### config.mk
export PLATFORM = sky130hd
export DESIGN_NAME = ahb_master_mux
export DESIGN_NICKNAME = d
export VERILOG_FILES = /design/src/rtl/ahb_pkg.sv /design/src/rtl/ahb_burst_tracker.sv /design/src/rtl/ahb_master_mux.sv
export SDC_FILE = /design/constraint.sdc
export NUM_CORES = 1
export LEC_CHECK = 0
export CAP_MARGIN = 20
export CORE_AREA = 2 2 485 487
export CTS_CLUSTER_SIZE = 24
export DETAILED_ROUTE_END_ITERATION = 12
export DIE_AREA = 0 0 487 489
export GPL_ROUTABILITY_DRIVEN = 0
export PLACE_DENSITY = 0.31
export SYNTH_ARGS = -nofsm -noshare
export SYNTH_HDL_FRONTEND = slang
export SYNTH_SLANG_ARGS = --single-unit
### constraint.sdc
create_clock -name HCLK -period 5.3 [get_ports HCLK]
set_clock_uncertainty 0.2 [all_clocks]
set_input_delay 1.59 -clock HCLK [delete_from_list [all_inputs] [get_ports HCLK]]
set_output_delay 1.59 -clock HCLK [all_outputs]
set_load 0.01 [all_outputs]
### src/rtl/ahb_pkg.sv
// ahb_pkg
//   Shared AHB types for the master mux and its burst tracker:
//   transfer-type and burst-type encodings, burst-tracker states and a
//   helper that returns the fixed beat count of a burst type.
package ahb_pkg;

  typedef enum logic [1:0] {
    HTRANS_IDLE   = 2'b00,
    HTRANS_BUSY   = 2'b01,
    HTRANS_NONSEQ = 2'b10,
    HTRANS_SEQ    = 2'b11
  } htrans_t;

  typedef enum logic [2:0] {
    HBURST_SINGLE = 3'b000,
    HBURST_INCR   = 3'b001,
    HBURST_WRAP4  = 3'b010,
    HBURST_INCR4  = 3'b011,
    HBURST_WRAP8  = 3'b100,
    HBURST_INCR8  = 3'b101,
    HBURST_WRAP16 = 3'b110,
    HBURST_INCR16 = 3'b111
  } hburst_t;

  typedef enum logic [1:0] {
    BST_IDLE  = 2'b00,
    BST_FIXED = 2'b01,
    BST_INCR  = 2'b10
  } burst_state_t;

  // Beat count of a burst type. SINGLE and undefined-length INCR report 1;
  // callers only use the result for the fixed-length types.
  function automatic logic [4:0] burst_len(input hburst_t b);
    logic [4:0] len;
    case (b)
      HBURST_WRAP4,  HBURST_INCR4:  len = 5'd4;
      HBURST_WRAP8,  HBURST_INCR8:  len = 5'd8;
      HBURST_WRAP16, HBURST_INCR16: len = 5'd16;
      default:                      len = 5'd1;
    endcase
    return len;
  endfunction

endpackage

### src/rtl/ahb_burst_tracker.sv
// ahb_burst_tracker
//   Follows the granted master's burst on the muxed address/control bus and
//   flags protocol anomalies.
//   Ports:
//     clk, rst         clock, asynchronous active-high reset
//     hready           transfer-complete handshake; all state holds while 0
//     htrans, hburst   muxed transfer type / burst type of the granted master
//     hmaster          granted master index
//     burst_active     1 while a FIXED or INCR burst is tracked
//     beats_left       beats remaining in a fixed-length burst (0 otherwise)
//     early_term       one-cycle pulse: fixed burst cut short
//     seq_err          one-cycle pulse: SEQ accepted with no burst tracked
//
//   state | meaning
//   IDLE  | no burst tracked; an accepted SEQ here is an error
//   FIXED | fixed-length burst in progress, beats_left counts down
//   INCR  | undefined-length INCR burst in progress
module ahb_burst_tracker
  import ahb_pkg::*;
(
  input  logic       clk,
  input  logic       rst,
  input  logic       hready,
  input  htrans_t    htrans,
  input  hburst_t    hburst,
  input  logic [3:0] hmaster,
  output logic       burst_active,
  output logic [3:0] beats_left,
  output logic       early_term,
  output logic       seq_err
);

  burst_state_t state_q, state_d;
  logic [3:0]   beats_q, beats_d;
  logic [3:0]   owner_q, owner_d;
  logic         early_term_q, early_term_d;
  logic         seq_err_q, seq_err_d;
  logic [4:0]   len;

  always_comb begin
    state_d      = state_q;
    beats_d      = beats_q;
    owner_d      = owner_q;
    early_term_d = 1'b0;
    seq_err_d    = 1'b0;
    len          = burst_len(hburst);

    if (hready) begin
      if (htrans == HTRANS_NONSEQ) begin
        // A new burst always restarts tracking, even mid-burst; cutting a
        // fixed burst short this way is reported in the same edge.
        if (state_q == BST_FIXED && beats_q != 4'd0) early_term_d = 1'b1;
        owner_d = hmaster;
        beats_d = 4'd0;
        case (hburst)
          HBURST_SINGLE: state_d = BST_IDLE;
          HBURST_INCR:   state_d = BST_INCR;
          default: begin
            state_d = BST_FIXED;
            beats_d = 4'(len - 5'd1);
          end
        endcase
      end else begin
        case (state_q)
          BST_IDLE: begin
            if (htrans == HTRANS_SEQ) seq_err_d = 1'b1;
          end
          BST_FIXED: begin
            // Losing the grant or going IDLE before the last beat ends the
            // burst early. BUSY simply holds the count.
            if (hmaster != owner_q || htrans == HTRANS_IDLE) begin
              early_term_d = 1'b1;
              state_d      = BST_IDLE;
              beats_d      = 4'd0;
            end else if (htrans == HTRANS_SEQ) begin
              beats_d = beats_q - 4'd1;
              if (beats_q == 4'd1) state_d = BST_IDLE;
            end
          end
          BST_INCR: begin
            if (hmaster != owner_q || htrans == HTRANS_IDLE) state_d = BST_IDLE;
          end
          default: begin
            state_d = BST_IDLE;
            beats_d = 4'd0;
          end
        endcase
      end
    end
  end

  always_ff @(posedge clk or posedge rst) begin
    if (rst) begin
      state_q      <= BST_IDLE;
      beats_q      <= 4'd0;
      owner_q      <= 4'd0;
      early_term_q <= 1'b0;
      seq_err_q    <= 1'b0;
    end else begin
      state_q      <= state_d;
      beats_q      <= beats_d;
      owner_q      <= owner_d;
      early_term_q <= early_term_d;
      seq_err_q    <= seq_err_d;
    end
  end

  assign burst_active = (state_q != BST_IDLE);
  assign beats_left   = beats_q;
  assign early_term   = early_term_q;
  assign seq_err      = seq_err_q;

endmodule

### src/rtl/ahb_master_mux.sv
// ahb_master_mux
//   AHB multi-master bus mux. Address/control is selected combinationally
//   by the granted master (HMASTER); write data is selected by the
//   data-phase master (HMASTER_D), which follows HMASTER on each completed
//   transfer. A burst tracker watches the muxed bus for early termination
//   and stray SEQ transfers.
//   Ports:
//     HCLK, HRESET                    clock, asynchronous active-high reset
//     HMASTER, HREADY                 grant from arbiter, transfer handshake
//     HADDRx..HWDATAx                 per-master buses, master i in slice i
//     HADDR, HTRANS, HWRITE,
//     HSIZE, HBURST, HWDATA           muxed bus (0 for out-of-range master)
//     HMASTER_D                       data-phase master
//     BURST_ACTIVE, BEATS_LEFT        burst tracking status
//     EARLY_TERM, SEQ_ERR             registered one-cycle error pulses
module ahb_master_mux
  import ahb_pkg::*;
#(
  parameter int NMASTERS = 16,
  parameter int AW       = 32,
  parameter int DW       = 32
) (
  input  logic                   HCLK,
  input  logic                   HRESET,
  input  logic [3:0]             HMASTER,
  input  logic                   HREADY,
  input  logic [NMASTERS*AW-1:0] HADDRx,
  input  logic [NMASTERS*2-1:0]  HTRANSx,
  input  logic [NMASTERS-1:0]    HWRITEx,
  input  logic [NMASTERS*3-1:0]  HSIZEx,
  input  logic [NMASTERS*3-1:0]  HBURSTx,
  input  logic [NMASTERS*DW-1:0] HWDATAx,
  output logic [AW-1:0]          HADDR,
  output logic [1:0]             HTRANS,
  output logic                   HWRITE,
  output logic [2:0]             HSIZE,
  output logic [2:0]             HBURST,
  output logic [DW-1:0]          HWDATA,
  output logic [3:0]             HMASTER_D,
  output logic                   BURST_ACTIVE,
  output logic [3:0]             BEATS_LEFT,
  output logic                   EARLY_TERM,
  output logic                   SEQ_ERR
);

  logic [3:0] dmaster_q, dmaster_d;

  // Address/control mux; no slice matches an out-of-range master, so the
  // bus reads as all zeros (HTRANS = IDLE).
  always_comb begin
    HADDR  = '0;
    HTRANS = HTRANS_IDLE;
    HWRITE = 1'b0;
    HSIZE  = 3'd0;
    HBURST = 3'd0;
    for (int i = 0; i < NMASTERS; i++) begin
      if (int'(HMASTER) == i) begin
        HADDR  = HADDRx[i*AW +: AW];
        HTRANS = HTRANSx[i*2 +: 2];
        HWRITE = HWRITEx[i];
        HSIZE  = HSIZEx[i*3 +: 3];
        HBURST = HBURSTx[i*3 +: 3];
      end
    end
  end

  always_comb begin
    HWDATA = '0;
    for (int i = 0; i < NMASTERS; i++) begin
      if (int'(dmaster_q) == i) HWDATA = HWDATAx[i*DW +: DW];
    end
  end

  always_comb begin
    dmaster_d = dmaster_q;
    if (HREADY) dmaster_d = HMASTER;
  end

  always_ff @(posedge HCLK or posedge HRESET) begin
    if (HRESET) dmaster_q <= 4'd0;
    else        dmaster_q <= dmaster_d;
  end

  assign HMASTER_D = dmaster_q;

  ahb_burst_tracker u_tracker (
    .clk          (HCLK),
    .rst          (HRESET),
    .hready       (HREADY),
    .htrans       (htrans_t'(HTRANS)),
    .hburst       (hburst_t'(HBURST)),
    .hmaster      (HMASTER),
    .burst_active (BURST_ACTIVE),
    .beats_left   (BEATS_LEFT),
    .early_term   (EARLY_TERM),
    .seq_err      (SEQ_ERR)
  );

endmodule

; Word-level counts from Yosys, hierarchy flattened
; Cells that the tools add are included.
[word_totals]
ff_bits = 16
output_inout_bits = 84
inputBits = 1175
word_cells = 191
[op_classes]
addsub = 2
muxes = 118
reduce_logical = 17
n_eq_ne = 48
[op_table]
columns = operator, n
row1 = $mux 32, 32
row2 = $mux 3, 32
row3 = $eq 4x4->1 const B, 16
row4 = $mux 2, 21
row5 = $eq 4x3->1 const B, 8
row6 = $mux 1, 25
row7 = $eq 4x2->1 const B, 4
row8 = $mux 4, 4
row9 = $eq 3x3->1 const B, 4
row10 = $eq 4x1->1 const B, 3
row11 = $pmux 4 s3, 1
row12 = $reduce_or 2->1, 5
row13 = $logic_not 4->1, 2
row14 = $ne 4x3->1 const B, 2
row15 = $pmux 4 s2, 1
row16 = $sub 4x1->4 const B, 2
row17 = $eq 2x2->1 const B, 3
row18 = $eq 3x2->1 const B, 2
row19 = $pmux 2 s3, 1
row20 = $reduce_and 5->1, 1
row21 = $logic_not 2->1, 2
row22 = $ne 2x1->1 const B, 2
row23 = $ne 4x4->1, 1
row24 = $pmux 2 s2, 1
row25 = 10 further kinds, 10

; Longest topological paths before layout
; Gate-level depths: netlist of the first run.
[logic_depth]
word_depth = 23
depth_mapped = 13
ltp_nobuf = 8

; By module
; Synthesis of the first run repeated with hierarchy kept, for this count alone.
[hier_totals]
cells_unflattened = 1825
area_unflattened_um2 = 12659.6
[by_module_without_submodules]
columns = mod, area_per_inst_um2, instances, seq_area_each_um2, cells_each
row1 = ahb_master_mux, 11975.2, 1, 100.1, 1754
row2 = ahb_burst_tracker, 684.4, 1, 300.3, 71

; Worst setup path after synthesis of the first run
; No wires, ideal clock.
[synth_path]
kind = in2out
start = input port HMASTER[3]
end = output port HADDR[17]
n_path_buf = 5
required_ns = 3.510
path_slack_ns = 0.096
arrival_time_ns = 3.414
cell_stages = 10
cell_sequence = buf_2 > buf_4 > buf_2 > nor4bb_1 > clkbuf_1 > buf_2 > a22oi_1 > a41oi_1 > a21oi_1 > a211oi_1
[synth_between]
elab_chain_cells = 17
word_cells_on_any_way = 32
cone_classes = eq/ne (15) / mux (16) / reduce/logical (1)
[synth_lines]
columns = item, line_no
row1 = start: declaration, ahb_master_mux.sv:25  ; input logic [3:0] HMASTER,
row2 = $logic_not 4->1, ahb_master_mux.sv:57  ; if (int'(HMASTER) == i) begin
row3 = $mux 32 (15 in series), ahb_master_mux.sv:57
row4 = $mux 32 *, ahb_master_mux.sv:57
row5 = end: declaration, ahb_master_mux.sv:33  ; output logic [AW-1:0] HADDR,
; Every way passes the cells marked *; elsewhere a longest branch is shown, timed or not.

; Worst setup path in the final report of the first run
[layout_path]
start = input port HMASTER[0]
end = output port HADDR[31]
; Same word-level chain as after synthesis.

==> results of run 1 <==
[final timing paths]
check / cells past startpoint / endpoint / slack [ns]
max: 13 / HADDR[31] / -0.48
min: 1 / u_tracker.owner_q[0]$_DFFE_PP0P_ / 0.33
min reg2reg: 1 / u_tracker.owner_q[0]$_DFFE_PP0P_ / 0.33
max reg2reg: 7 / u_tracker.beats_left[0]$_DFFE_PP0P_ / 3.15
min in group asynchronous: 2 / u_tracker.beats_left[2]$_DFFE_PP0P_ / 1.58
max in group asynchronous: 2 / HMASTER_D[2]$_DFFE_PP0P_ / 2.77
[layer usage]
layer | vias up | global-route usage [%]
met3 | 298 | 3.07
met1 | 10400 | 15.2
met4 | 40 | 6.31
met5 | - | 0
met2 | 1302 | 32.5
li1 | 9590 | -
[power by group through the flow]
stage                     Clock [mW]  Combinational [mW]  Sequential, mW
final                          0.170                3.75           0.198
after global routing           0.181                3.93           0.203
after CTS                      0.173                3.76           0.199
after detailed placement           0                3.55           0.200
after global placement             0                3.56           0.200
after floorplan                    0               0.948           0.177
[critical path, delay by kind of cell]
| family | cells | cell delay, ns |
|---|---|---|
| compound gates | 4 | 1.10 |
| buf+inv | 6 | 0.92 |
| simple gates | 3 | 0.35 |
[state kept, by name (all words and copies together) (netlist names)]
name,count
u_tracker.beats_left,4
u_tracker.state_q,2
u_tracker.owner_q,4
u_tracker.early_term,1
u_tracker.seq_err,1
HMASTER_D,4
[kinds of logic after synthesis]
| logic type | count (synthesis) | share of synthesized area (%) |
|---|---|---|
| AO/OA/AOI/OAI | 762 | 49.8 |
| AND/OR/NAND/NOR | 471 | 21.6 |
| buffers and inverters | 185 | 7.95 |
| multiplexers | 131 | 16.1 |
| flip-flops | 16 | 3.86 |
| XOR/XNOR | 4 | 0.338 |
| adder cells (fa/ha/maj) | 3 | 0.362 |
[placed cells by master (no fill, tap or decap), drive strengths merged, types with 26 or more instances in the layout]
| cell | synthesis | routed |
|---|---|---|
| clkdlybuf4s50 | 0 | 1095 |
| buf | 81 | 585 |
| o21ai | 165 | 165 |
| nor2 | 147 | 147 |
| a22oi | 135 | 135 |
| nand2 | 134 | 134 |
| a21oi | 116 | 116 |
| mux2i | 80 | 80 |
| o22ai | 80 | 80 |
| dlygate4sd2 | 0 | 64 |
| nand3 | 51 | 51 |
| diode | 0 | 41 |
| a221oi | 39 | 39 |
| nor3 | 37 | 37 |
| a31oi | 35 | 35 |
| a22o | 27 | 27 |
| mux4 | 26 | 26 |
| a222oi | 26 | 26 |
[layout make-up]
type	count	area (um2)	share of cell area, %
inverters	15	70.1	0.210
flip-flops and latches	16	413	1.24
clock buffers	4	88.8	0.267
diodes	41	103	0.308
repair buffers	1770	17800	53.4
multi-input cells	1371	11000	33.1
well taps	3060	3830	11.5
[through the flow]
step / worst slack (ns) / power (mW) / util [%] / std cells
after floorplan: 0.0958 / 1.13 / - / 1572
after global placement: -1.41 / 3.76 / 13.0 / 6151
after detailed placement: -1.41 / 3.75 / 13.0 / 6151
after CTS: -0.458 / 4.13 / 13.8 / 6191
after global routing: -0.554 / 4.31 / 14.3 / 6266
final: -0.484 / 4.12 / 14.3 / 6277
[timing repair]
action | CTS | global route
endpoints found under the setup margin | 71 | 61
cloned | 2 | 1
pin swaps | 145 | 130
endpoints found under the hold margin | 0 | 0
buffers inserted | 51 | 56
resized for setup | 746 | 219
==> Implementation_results.wiki, run 1 <==
{| class="wikitable"
! Metric !! Value
|-
| Status || finished, violations left
|-
| Failing checks || setup timing
|-
| Clk sink count || 16
|-
| Worst Setup Path Type || input port to output port
|-
| Share of power burned in combinational logic || 91.1%
|-
| Net count, final || 4,355
|-
| Number of synthesized register bits || 16
|-
| CP dominant cell by count || sky130_fd_sc_hd__buf_12
|-
| Chain of cells forming the critical path || buf_16 -> buf_12 -> buf_12 -> nor4bb_4 -> buf_12 -> a222oi_1 -> buf_4 -> o2111ai_2 -> o21ai_1 -> nand3_1 -> o21ai_1 -> nand2_1 -> buf_2
|-
| Clock tree root driver cell || sky130_fd_sc_hd__clkbuf_16
|-
| Worst hold slack after final layout || 0.330 ns
|-
| Number of flops mapped to enable cells by yosys || 0
|-
| Most frequent cells after synthesis || 156 x sky130_fd_sc_hd__o21ai_0, 146 x sky130_fd_sc_hd__nor2_1, 135 x sky130_fd_sc_hd__a22oi_1
|-
| Count of unresolved DRC violations after routing || 0
|-
| Slew at the pin closest to its max-slew limit || 0.868 ns
|-
| Routed via count divided by cell count || 3.45
|-
| Max clock buf depth || 2
|-
| Start of the worst register-to-register path || u_tracker.owner_q[1]$_DFFE_PP0P_
|-
| Top Ports || 1,259
|-
| Dpl cell area || 30,300 um2
|-
| CTS clk-pin slew, worst paths || 0.06 ns
|-
| Number of cells produced by synthesis || 1,572
|-
| Most common cell in the netlist || sky130_fd_sc_hd__o21ai_0
|-
| Final worst-path cycle share || 109%
|-
| DIE WIDTH || 487 um
|-
| GRT Residual Overflow || 0
|-
| Max Fclk || 173 MHz
|-
| Area grow syn2layout || 221%
|-
| Summed negative setup slack over all endpoints || -8.81 ns
|-
| Total length of routed met3 wires || 12.8 mm
|-
| Share of total power in the clock network || 4.1%
|-
| Sequential power share || 4.8%
|-
| Cell-internal power || 2.20 mW
|-
| Endpoint type of the worst setup path || output port
|-
| Floorplan die height || 489 um
|-
| Wire length of the first global-routing pass || 245 mm
|-
| Total Wirelength || 202 mm
|-
| Number of detailed-route iterations in the first pass || 7
|-
| CTS Hold Buffers Added || 0
|-
| Hold path start || u_tracker.owner_q[0]$_DFFE_PP0P_
|-
| Pins over their slew limit || 0
|-
| Min cycle time layout || 5.78 ns
|-
| CTS H-tree lvls || 1
|-
| Aggregate global-route resource usage || 15.9%
|-
| Count of cell types in the netlist || 82
|-
| Number of nets in the synthesized netlist || 2,750
|-
| Max layer used || met5
|-
| Worst skew pair latency || 0.25 ns
|-
| Post-Syn Area || 10,400 um2
|-
| Vias in the first global route || 22,600
|-
| Top_reg_cell synth || sky130_fd_sc_hd__dfrtp_1
|-
| Count of synthesis-stage warnings from yosys || 0
|-
| Total via count in the routed design || 21,700
|-
| Longest individual stage delay on the worst path || 0.79 ns
|-
| Die Footprint || 238,000 um2
|-
| Critical path's slowest cell || sky130_fd_sc_hd__a222oi_1
|-
| Worst Path Max Fanout || 6
|-
| Pin count of the biggest net entering global routing || 56
|-
| Final Hold Vio Count || 0
|-
| Antenna violations before repair || 111
|-
| Crit start category || input port
|-
| Number of violations reported at the end of detailed-routing iteration 0 || 1,346
|-
| HPWL Detailed || 182 mm
|-
| Net switching power figure || 1.92 mW
|-
| Switching part of the total || 46.6%
|-
| Detail Route met2 WL || 112 mm
|-
| Number of setup violations in the final report || 41
|-
| Sequential fraction of the synthesis area || 3.86%
|-
| Worst path setup slack after routing || -0.484 ns
|-
| Max-cap check violation count || 0
|-
| Number of rows in the core area || 178
|-
| Initial core utilization || 4.44%
|-
| Required time at the endpoint of the critical path || 3.51 ns
|-
| Number of port buffers || 1,258
|-
| Crit path arrival time || 3.99 ns
|-
| Inserted Clock Buffers || 3
|-
| Share of post-route cells with drive strength above 1 || 30.4%
|-
| Met1 wire length || 66.3 mm
|-
| Total of fill cells in the finished design || 26,800
|-
| Static Leak || 11.9 nW
|-
| RSZ-0062 raised after global routing || yes
|-
| Fraction of post-synthesis cell area in the top cell type by area || 9.77%
|-
| Avg Cell Area, Syn || 6.60 um2
|-
| Power density of the placed cells || 123 nW/um2
|-
| Final cell area excluding filler cells || 33,300 um2
|-
| Peak supply drop || 0.111 mV
|-
| Worst slew margin || 42.1%
|-
| Area leader, netlist || sky130_fd_sc_hd__a22oi_1
|-
| Share of flip-flops with an asynchronous set or reset after synthesis || 100%
|-
| Per-cell routed wire length || 32.2 um
|-
| Area of the core || 234,000 um2
|-
| Post-route ant nets || 0
|-
| CTS tree || built
|-
| Worst setup path startpoint || HMASTER[0]
|-
| Synth top area cells || sky130_fd_sc_hd__a22oi_1 9.8%, sky130_fd_sc_hd__mux2i_1 7.7%, sky130_fd_sc_hd__o21ai_0 7.5%
|-
| Class of the tightest hold or removal check || register to register
|}
No activity file was read; power rests on OpenSTA's default activity.
==> run 2: changes to the inputs <==
==> constraint.sdc (replaced) <==
create_clock -name HCLK -period 5.3 [get_ports HCLK]
set_clock_uncertainty 0.2 [all_clocks]
set_input_delay 1.59 -clock HCLK [delete_from_list [all_inputs] [get_ports HCLK]]
set_output_delay 1.59 -clock HCLK [all_outputs]
set_load 0.005 [all_outputs]
==> Implementation_results.wiki, run 2 (synthesized netlist as in run 1, its figures left out) <==
{| class="wikitable"
! Metric !! Value
|-
| Power density of the placed cells || 122 nW/um2 (was 123 nW/um2)
|-
| Final non-filler cell total || 6,292 (was 6,277)
|-
| CTS clk-pin slew, worst paths || 0.05 ns (was 0.06 ns)
|-
| Initial core utilization || 4.44% (unchanged)
|-
| Count of unresolved DRC violations after routing || 0 (unchanged)
|-
| Per-cell routed wire length || 32.1 um (was 32.2 um)
|-
| Pin count of the biggest net entering global routing || 36 (was 56)
|-
| Min cycle time layout || 5.66 ns (was 5.78 ns)
|-
| DIE WIDTH || 487 um (unchanged)
|-
| Total via count in the routed design || 21,700 (about the same)
|-
| Wire length of the first global-routing pass || 248 mm (was 245 mm)
|-
| Layout Utilization || 14.3% (about the same)
|-
| Net count, final || 4,369 (was 4,355)
|-
| Final worst-path cycle share || 107% (was 109%)
|-
| Worst slew margin || 41.2% (was 42.1%)
|-
| Place WS || -1.33 ns (was -1.41 ns)
|-
| CP dominant cell by count || sky130_fd_sc_hd__o21ai_1 (was sky130_fd_sc_hd__buf_12)
|-
| Routed via count divided by cell count || 3.45 (about the same)
|-
| Slew at the pin closest to its max-slew limit || 0.883 ns (was 0.868 ns)
|-
| Max-cap check violation count || 0 (unchanged)
|-
| Worst skew pair latency || 0.25 ns (about the same)
|-
| Most common library cell in the layout ignoring fill and taps || sky130_fd_sc_hd__clkdlybuf4s50_1 (unchanged)
|-
| Area grow syn2layout || 223% (was 221%)
|-
| Vias in the first global route || 22,800 (was 22,600)
|-
| Antenna violations before repair || 103 (was 111)
|-
| Post-route ant nets || 0 (unchanged)
|-
| RSZ-0062 raised after global routing || yes (unchanged)
|-
| CTS tree || built (unchanged)
|-
| Placed instance count || 6,153 (was 6,151)
|-
| Crit path arrival time || 3.87 ns (was 3.99 ns)
|-
| Top Ports || 1,259 (unchanged)
|-
| Worst Setup Path Type || input port to output port (unchanged)
|-
| Critical path's slowest cell || sky130_fd_sc_hd__a222oi_1 (unchanged)
|-
| Highest-count cells in the layout ignoring fill and taps || 1,088 x sky130_fd_sc_hd__clkdlybuf4s50_1, 345 x sky130_fd_sc_hd__buf_4, 127 x sky130_fd_sc_hd__nor2_1 (was 1,095 x sky130_fd_sc_hd__clkdlybuf4s50_1, 340 x sky130_fd_sc_hd__buf_4, 127 x sky130_fd_sc_hd__nor2_1)
|-
| Status || finished, violations left (unchanged)
|-
| Floorplan die height || 489 um (unchanged)
|-
| Class of the tightest hold or removal check || register to register (unchanged)
|-
| Total of fill cells in the finished design || 26,800 (about the same)
|-
| GRT Residual Overflow || 0 (unchanged)
|-
| Clock tree root driver cell || sky130_fd_sc_hd__clkbuf_16 (unchanged)
|-
| CTS H-tree lvls || 1 (unchanged)
|-
| Number of violations reported at the end of detailed-routing iteration 0 || 1,361 (was 1,346)
|-
| Final cell area excluding filler cells || 33,500 um2 (was 33,300 um2)
|-
| Share of post-route cells with drive strength above 1 || 30.7% (was 30.4%)
|-
| Peak supply drop || 0.103 mV (was 0.111 mV)
|-
| Dpl cell area || 30,400 um2 (was 30,300 um2)
|-
| Worst path bufs/invs || 5 (was 6)
|-
| Inserted Clock Buffers || 3 (unchanged)
|-
| Number of port buffers || 1,258 (unchanged)
|-
| Failing checks || setup timing (unchanged)
|-
| Family of cells with the greatest summed delay on the critical path || compound AO/OA/AOI/OAI gates (unchanged)
|-
| Max clock buf depth || 2 (unchanged)
|-
| Chain of cells forming the critical path || buf_16 -> buf_6 -> and4b_2 -> buf_12 -> a222oi_1 -> buf_4 -> o2111ai_2 -> o21ai_1 -> nand3_1 -> o21ai_1 -> nand2_1 -> buf_2 (was buf_16 -> buf_12 -> buf_12 -> nor4bb_4 -> buf_12 -> a222oi_1 -> buf_4 -> o2111ai_2 -> o21ai_1 -> nand3_1 -> o21ai_1 -> nand2_1 -> buf_2)
|-
| Number of setup violations in the final report || 31 (was 41)
|-
| Worst path setup slack after routing || -0.364 ns (was -0.484 ns)
|-
| Power Total || 4.08 mW (was 4.12 mW)
|-
| Total Wirelength || 202 mm (about the same)
|-
| Max Fclk || 177 MHz (was 173 MHz)
|-
| Clk sink count || 16 (unchanged)
|-
| Worst Path Max Fanout || 6 (unchanged)
|-
| Final Hold Vio Count || 0 (unchanged)
|-
| Longest individual stage delay on the worst path || 0.74 ns (was 0.79 ns)
|-
| Number of rows in the core area || 178 (unchanged)
|-
| HPWL Detailed || 183 mm (was 182 mm)
|-
| Static Leak || 12.0 nW (was 11.9 nW)
|-
| Number of detailed-route iterations in the first pass || 9 (was 7)
|-
| Crit start category || input port (unchanged)
|-
| Area of the core || 234,000 um2 (unchanged)
|-
| Pins over their slew limit || 0 (unchanged)
|-
| Endpoint type of the worst setup path || output port (unchanged)
|-
| Die Footprint || 238,000 um2 (unchanged)
|-
| Aggregate global-route resource usage || 15.9% (about the same)
|-
| Footprint of the multi-input gates || 11,100 um2 (was 11,000 um2)
|-
| Total area of sequential cells || 413 um2 (unchanged)
|-
| Required time at the endpoint of the critical path || 3.51 ns (about the same)
|}
## run 2: power by group
part / internal [mW] / switching [mW] / total, mW / leakage, nW
Clock: 0.115 / 0.0536 / 0.168 / 0.0444
Combinational: 1.96 / 1.76 / 3.72 / 11.8
Sequential: 0.151 / 0.0463 / 0.197 / 0.194
## run 2: worst paths after layout
kind / slack, ns / startpoint / cells past startpoint / end
min in group asynchronous: 1.56 / HRESET / 2 / u_tracker.beats_left[2]$_DFFE_PP0P_
hold / removal: 0.33 / u_tracker.owner_q[3]$_DFFE_PP0P_ / 1 / u_tracker.owner_q[3]$_DFFE_PP0P_
setup / recovery: -0.36 / HMASTER[0] / 12 / HADDR[31]
max in group asynchronous: 2.79 / HRESET / 2 / HMASTER_D[1]$_DFFE_PP0P_
setup reg to reg: 3.11 / u_tracker.owner_q[3]$_DFFE_PP0P_ / 7 / u_tracker.beats_left[0]$_DFFE_PP0P_
hold reg to reg: 0.33 / u_tracker.owner_q[3]$_DFFE_PP0P_ / 1 / u_tracker.owner_q[3]$_DFFE_PP0P_
## run 2: routing by layer
layer | part of all wire [%] | global-route usage, % | vias to the layer above
met1 | 33 | 15.5 | 10600
met3 | 6.0 | 2.76 | 269
met2 | 55 | 32.3 | 1262
li1 | - | - | 9595
met4 | 5.2 | 6.77 | 22
met5 | 0.074 | 0 | -
## run 2: what timing repair did
action / 4_1_cts / 5_1_grt
setup buffers: 48 / 64
pin swaps: 141 / 129
gates resized for setup: 665 / 255
hold buffers: 0 / 0
endpoints found under the setup margin: 72 / 61
cloned: 3 / 0
## run 2: through the flow
step	hold WS [ns]	TNS (ns)
6_report	0.326	-4.58
2_1_floorplan	0.299	0
3_3_place_gp	0.307	-46.65
3_5_place_dp	0.314	-45.92
5_1_grt	0.343	-7.17
4_1_cts	0.326	-5.89
## run 2: worst reg2reg max path: cells and delay by family (launching register included)
family,cells,cell delay [ns]
AO/OA/AOI/OAI,4,0.86
AND/OR/NAND/NOR,2,0.49
flip-flops,1,0.38
XOR/XNOR,1,0.17
## run 2: cell type report
class	count	share of cell area, %
diodes	42	0.314
inverters	15	0.243
repair buffers	1784	53.5
clock buffers	4	0.265
well taps	3060	11.4
multi-input cells	1371	33.0
flip-flops and latches	16	1.23
